### src/rtl/hft_fifo_pkg.sv
// Shared definitions for the market-data / order-path FIFO write side:
// FIFO geometry, the requester-index width helper and the write-arbiter
// state encoding.
package hft_fifo_pkg;

  localparam int FIFO_DATA_W = 128;
  localparam int FIFO_DEPTH  = 16;

  // Write-arbiter state: free to pick a new requester, or held by an owner
  // until its last beat (or a timeout).
  typedef enum logic [0:0] {
    IDLE   = 1'b0,
    LOCKED = 1'b1
  } arb_state_t;

  // Width of a requester index; never narrower than one bit.
  function automatic int id_width(input int n);
    return (n <= 2) ? 1 : $clog2(n);
  endfunction

endpackage

### src/rtl/fifo_wr_arbiter_rr_priority_sel.sv
// Rotating-priority selector: picks the first asserted bit of valid,
// searching rr_ptr, rr_ptr+1, ... modulo N. Purely combinational.
module rr_priority_sel
  import hft_fifo_pkg::*;
#(
  parameter int N  = 4,
  parameter int IW = id_width(N)
) (
  input  logic [N-1:0]  valid,
  input  logic [IW-1:0] rr_ptr,
  output logic [N-1:0]  grant,
  output logic [IW-1:0] idx,
  output logic          any_valid
);

  // Walk candidates from the farthest back to rr_ptr so the closest valid wins.
  always_comb begin
    int            pos;
    logic [IW-1:0] pos_i;
    // NOTE: every output gets a default before the loop; a path that leaves
    // one unassigned would infer a latch.
    grant     = '0;
    idx       = '0;
    any_valid = 1'b0;
    pos       = 0;
    pos_i     = '0;
    for (int k = N - 1; k >= 0; k--) begin
      pos   = (int'(rr_ptr) + k) % N;
      pos_i = IW'(pos);
      if (valid[pos_i]) begin
        grant        = '0;
        grant[pos_i] = 1'b1;
        idx          = pos_i;
        any_valid    = 1'b1;
      end
    end
  end

endmodule

### src/rtl/fifo_wr_arbiter.sv
// Packet-aware round-robin arbiter sharing the async FIFO write port between
// NUM_REQ requesters. Zero-latency datapath: the accepted beat is driven onto
// wr_data/wr_en in the same cycle. The grant is held for a whole message and
// a stalled owner is released after LOCK_TIMEOUT consecutive idle cycles.
module fifo_wr_arbiter
  import hft_fifo_pkg::*;
#(
  parameter int NUM_REQ      = 4,
  parameter int DATA_W       = FIFO_DATA_W,
  parameter int LOCK_TIMEOUT = 64,
  parameter int ID_W         = id_width(NUM_REQ)
) (
  input  logic                      wr_clk,
  input  logic                      reset,
  input  logic [NUM_REQ-1:0]        req_valid,
  input  logic [NUM_REQ*DATA_W-1:0] req_data,
  input  logic [NUM_REQ-1:0]        req_last,
  output logic [NUM_REQ-1:0]        req_ready,
  input  logic                      fifo_full,
  output logic [DATA_W-1:0]         wr_data,
  output logic                      wr_en,
  output logic [ID_W-1:0]           grant_id,
  output logic                      busy,
  output logic [31:0]               pkt_count,
  output logic [15:0]               abort_count
);

  // Idle counter only needs to hold 0 .. LOCK_TIMEOUT-1; the edge that would
  // reach LOCK_TIMEOUT is the release edge instead.
  localparam int CNT_W = (LOCK_TIMEOUT < 2) ? 1 : $clog2(LOCK_TIMEOUT);
  localparam logic [CNT_W-1:0] IDLE_LIMIT =
    (LOCK_TIMEOUT > 0) ? CNT_W'(LOCK_TIMEOUT - 1) : '0;
  localparam logic [ID_W-1:0] LAST_ID = ID_W'(NUM_REQ - 1);

  arb_state_t       state_q, state_d;
  logic [ID_W-1:0]  rr_ptr_q, rr_ptr_d;
  logic [ID_W-1:0]  owner_q, owner_d;
  logic [CNT_W-1:0] idle_cnt_q, idle_cnt_d;
  logic [31:0]      pkt_count_q, pkt_count_d;
  logic [15:0]      abort_count_q, abort_count_d;

  logic [NUM_REQ-1:0] rr_grant;
  logic [ID_W-1:0]    rr_idx;
  logic               rr_any;

  logic [ID_W-1:0]    sel_idx;
  logic [ID_W-1:0]    next_ptr;
  logic               sel_last;
  logic               xfer;
  logic               can_accept;
  logic [DATA_W-1:0]  beats [NUM_REQ];

  // Unpack the flat beat bus into one word per requester.
  for (genvar g = 0; g < NUM_REQ; g++) begin : g_unpack
    assign beats[g] = req_data[g*DATA_W +: DATA_W];
  end

  rr_priority_sel #(
    .N  (NUM_REQ),
    .IW (ID_W)
  ) u_rr_sel (
    .valid     (req_valid),
    .rr_ptr    (rr_ptr_q),
    .grant     (rr_grant),
    .idx       (rr_idx),
    .any_valid (rr_any)
  );

  // Select the active requester, drive ready and the zero-latency FIFO write.
  always_comb begin
    sel_idx    = (state_q == LOCKED) ? owner_q : rr_idx;
    can_accept = !fifo_full && !reset;
    req_ready  = '0;
    if (can_accept) begin
      if (state_q == LOCKED) begin
        req_ready[owner_q] = 1'b1;
      end else begin
        req_ready = rr_grant;
      end
    end
    xfer     = |(req_valid & req_ready);
    sel_last = req_last[sel_idx];
    next_ptr = (sel_idx == LAST_ID) ? '0 : sel_idx + ID_W'(1);
    wr_en    = xfer;
    wr_data  = beats[sel_idx];
    grant_id = sel_idx;
  end

  // Lock/release decisions, round-robin pointer, idle timeout and counters.
  always_comb begin
    logic pkt_done;
    logic abort_now;
    state_d    = state_q;
    rr_ptr_d   = rr_ptr_q;
    owner_d    = owner_q;
    idle_cnt_d = idle_cnt_q;
    pkt_done   = 1'b0;
    abort_now  = 1'b0;

    case (state_q)
      IDLE: begin
        idle_cnt_d = '0;
        if (xfer) begin
          if (sel_last) begin
            // Single-beat message: never locks.
            rr_ptr_d = next_ptr;
            pkt_done = 1'b1;
          end else begin
            state_d = LOCKED;
            owner_d = sel_idx;
          end
        end
      end

      LOCKED: begin
        if (xfer && sel_last) begin
          state_d    = IDLE;
          rr_ptr_d   = next_ptr;
          idle_cnt_d = '0;
          pkt_done   = 1'b1;
        end else if (req_valid[owner_q]) begin
          // Owner is presenting data, possibly stalled by fifo_full:
          // that is backpressure, not idleness.
          idle_cnt_d = '0;
        end else if (LOCK_TIMEOUT > 0) begin
          if (idle_cnt_q == IDLE_LIMIT) begin
            state_d    = IDLE;
            rr_ptr_d   = next_ptr;
            idle_cnt_d = '0;
            abort_now  = 1'b1;
          end else begin
            idle_cnt_d = idle_cnt_q + CNT_W'(1);
          end
        end
      end

      default: begin
        state_d    = IDLE;
        idle_cnt_d = '0;
      end
    endcase

    pkt_count_d   = pkt_done ? pkt_count_q + 32'd1 : pkt_count_q;
    abort_count_d = (abort_now && (abort_count_q != 16'hFFFF))
                    ? abort_count_q + 16'd1 : abort_count_q;
  end

  // State registers; reset drops any lock immediately.
  always_ff @(posedge wr_clk or posedge reset) begin
    if (reset) begin
      state_q       <= IDLE;
      rr_ptr_q      <= '0;
      owner_q       <= '0;
      idle_cnt_q    <= '0;
      pkt_count_q   <= '0;
      abort_count_q <= '0;
    end else begin
      // NOTE: non-blocking assignments so every flop samples the values of
      // the previous cycle, independent of statement order.
      state_q       <= state_d;
      rr_ptr_q      <= rr_ptr_d;
      owner_q       <= owner_d;
      idle_cnt_q    <= idle_cnt_d;
      pkt_count_q   <= pkt_count_d;
      abort_count_q <= abort_count_d;
    end
  end

  assign busy        = (state_q == LOCKED);
  assign pkt_count   = pkt_count_q;
  assign abort_count = abort_count_q;

endmodule

### config.mk
export PLATFORM = sky130hd
export DESIGN_NAME = fifo_wr_arbiter
export DESIGN_NICKNAME = d
export VERILOG_FILES = /design/src/rtl/hft_fifo_pkg.sv /design/src/rtl/fifo_wr_arbiter_rr_priority_sel.sv /design/src/rtl/fifo_wr_arbiter.sv
export SDC_FILE = /design/constraint.sdc
export NUM_CORES = 1
export LEC_CHECK = 0
export CAP_MARGIN = 40
export CORE_AREA = 2 2 277 279
export CTS_BUF_LIST = sky130_fd_sc_hd__clkbuf_8 sky130_fd_sc_hd__clkbuf_16
export DETAILED_ROUTE_END_ITERATION = 6
export DIE_AREA = 0 0 279 281
export SYNTH_ARGS = -nofsm -noshare
export SYNTH_HDL_FRONTEND = slang
export SYNTH_SLANG_ARGS = --single-unit
### constraint.sdc
create_clock -name wr_clk -period 10.3 [get_ports wr_clk]
set_input_delay 1.03 -clock wr_clk [delete_from_list [all_inputs] [get_ports wr_clk]]
set_output_delay 1.03 -clock wr_clk [all_outputs]
set_load 0.1 [all_outputs]
==> impl_metrics.ini <==
[outcome]
run_status = completed

[clock_tree]
cts_htree_levels = 3
root_buffer = clkbuf_16
cts_max_path_buffers = 2
insertion_delay_ns = 0.33
cts_buffers = 9
cts_hold_repair.buffers = 0
tritoncts_clock_tree = yes
cts.sink_count = 59
number_of_post_cts_setup_repair_buffers = 0
post_cts_resized = 0
clk_transition_reported_paths_ns = 0.05

[die]
floorplan.die.width_microns = 279
boundaryPins = 707
start_util = 0.0976
fp.dieArea_sq_mm = 0.0784
design.core.area_sq_mm = 0.0754
floorplan.die.height_microns = 281
rows = 101

[timing]
actual_slew_at_the_worst_max_slew_pin_ns = 0.979
setup_viol = 0
timing.final.hold_violations = 0
achievable-frequency_ghz = 0.158
period_needed_ns = 6.35
share_of_the_clock_period_used_by_the_worst_path = 0.616
rsz_0062_raised_after_global_routing = false
totalNegativeSetupSlack_ns = 0
finalMaxSlewViolations = 0
finClkSkew_ns = 0.00651
slew-limit-headroom = 0.348

[critical_path]
cp_slowest_stage_delay_ns = 0.77
critPathSlowestCell = dfrtp_1
cp_data_arrival_time_ns = 5.32
timing.critical_path.required_ns = 9.27
worstPathMaxFanout = 140
cpMostUsedCell = a211oi_1
endpoint_kind = output port
critPathKind = register to output port
timing.critical_path.from_type = register
timing.critical_path.cells = inv_1 > ha_1 > mux2i_1 > o21ai_0 > a211oi_1 > o31ai_4 > inv_8 > buf_4 > a211oi_1 > a31oi_1 > clkdlybuf4s50_1 > buf_16

[grt]
first_global_vias = 11406
number_of_antenna_violations_at_the_first_check_in_global_routing = 42
grt-ovfl-total = 0
globalRouteTotalUtil = 0.158
grt_first_pass_wirelength_mm = 87.0
grt_start_max_net_pins = 178

[placed_design]
gp_routability_congestion = 0.906
io_buffers = 706
dp.final_hpwl_mm = 57.2
place_area_sq_mm = 0.0180

[yosys]
yosys_warnings = 0
synth-seq-cells = 59
mappedNetlistArea_sq_mm = 0.00736
ys_async_sr_fraction = 1.00
synth_edf_count = 0
synthFlopType = dfrtp_1
netlist_instances = 1076
average_cell_area_after_synthesis_sq_um = 6.84
synth_sequential_area_ratio = 0.201
post_synth_num_cell_types = 50
synth_nets = 1611

[routing]
routed_wirelength_mm = 65.3
viasPerCell = 4.08
drt_first_pass_iters = 5
detail-route-antenna-nets = 0
remaining_drc_errors = 0
drtIter0Drc = 623
wl_per_instance_microns = 23.0
dr_total_vias = 11575

[layout]
areaGrowthSynthToFinish_pct = 149
drive_above_1_share = 0.123
fillerInstances = 8122
layout.cells.most_common = clkdlybuf4s50_1
num-nets-final = 2372
layout_common_cells = clkdlybuf4s50_1, nand2_1, and2_1, a211oi_1, a31oi_1
sequential_cell_area_sq_mm = 0.00148
multiInputGateArea_sq_mm = 0.00546
stdcell_area_sq_mm = 0.0183

[hold_path]
worst_hold_path_type = register to register

[run]
timing.max_cap.violations = 0
-- state kept, by name, summed over array words and instances (netlist names) --
register     count
abort_count     16
idle_cnt_q       6
owner_q          2
pkt_count       32
rr_ptr_q         2
busy             1
-- cell families (layout without fill, tap and decap cells) --
kind of cell	after synthesis	in the layout	synth area share
compound gates	293	293	0.278
simple gates	530	530	0.347
mux	18	18	0.0359
xor+xnor	49	49	0.0583
buf+inv	115	880	0.0598
fa+ha+maj	12	12	0.0204
other cells	0	16	0
flops	59	59	0.201
-- final timing paths --
check	start	to	slack, ns	depth (start not counted)
max	rr_ptr_q[0]$_DFFE_PP0P_	wr_data[16]	3.95	12
min	idle_cnt_q[0]$_DFF_PP0_	idle_cnt_q[0]$_DFF_PP0_	0.46	1
max reg2reg	rr_ptr_q[0]$_DFFE_PP0P_	owner_q[1]$_DFFE_PP0P_	5.27	10
min reg2reg	idle_cnt_q[0]$_DFF_PP0_	idle_cnt_q[0]$_DFF_PP0_	0.46	1
max in group asynchronous	reset	pkt_count[19]$_DFFE_PP0P_	8.43	3
min in group asynchronous	reset	abort_count[3]$_DFFE_PP0P_	1.35	3
-- cells in the mapped netlist, types with 2 or more instances --
cell      number  area share
nor2b_1        6      0.0051
inv_1         13      0.0066
and3_1        15       0.013
xor2_1         7      0.0083
dfrtp_1       59        0.20
mux2i_1        5      0.0068
a211oi_1     132        0.13
mux4_2         6       0.018
clkbuf_1      90       0.046
and2_1       136        0.12
mux2_1         2      0.0031
mux2_2         5      0.0076
a21oi_1        9      0.0061
and4_1         3      0.0036
a32oi_1        4      0.0048
nand3_1       25       0.017
nor4_1         2      0.0017
o21a_1         2      0.0020
nand3b_1       2      0.0020
nand4_1       23       0.020
xnor2_1       42       0.050
a221oi_1       2      0.0024
ha_1          12       0.020
a211o_1        2      0.0024
buf_2          6      0.0041
o21ai_0        3      0.0020
a31oi_1      128        0.11
or3b_1         2      0.0024
buf_1          4      0.0020
nor2_1        22       0.011
nand2b_1       5      0.0042
nor3_1         9      0.0061
nand2_1      274        0.14
nor3b_1        3      0.0031
-- per-stage QoR --
step                 util  instances  hold WS [ns]  setup slack, ns
global placement    0.202       2669         0.452             3.52
finish              0.243       2835         0.461             3.95
floorplan               -       1076         0.433             3.84
detailed placement  0.238       2804         0.458             3.91
CTS                 0.242       2819         0.464             3.82
global route        0.243       2830         0.488             3.49
-- final cells by class --
type	count	share of cell area
inverters	14	0.00328
repair buffers	851	0.534
diodes	16	0.00219
clock inverters	3	0.000752
clock buffers	12	0.0146
multi-input cells	902	0.298
flip-flops and latches	59	0.0806
well taps	978	0.0668
-- per-layer routing --
metal  vias up  track usage  routed length, microns
li1       5404            -                       -
met1      5375        0.172                   24100
met2       634        0.260                   30300
met3       138       0.0648                    7020
met4        24       0.0873                    3780
met5         -            0                     150
-- critical path, delay by kind of cell, from the launching register on --
kind            cells  cell delay (ns)
mux                 1             0.27
fa+ha+maj           1             0.55
buf+inv             5             2.21
flops               1             0.77
compound gates      5             1.08
Power is left out: the tool's default activity adds up to more than one toggle a clock period on the data nets, which glitch-free logic cannot reach.
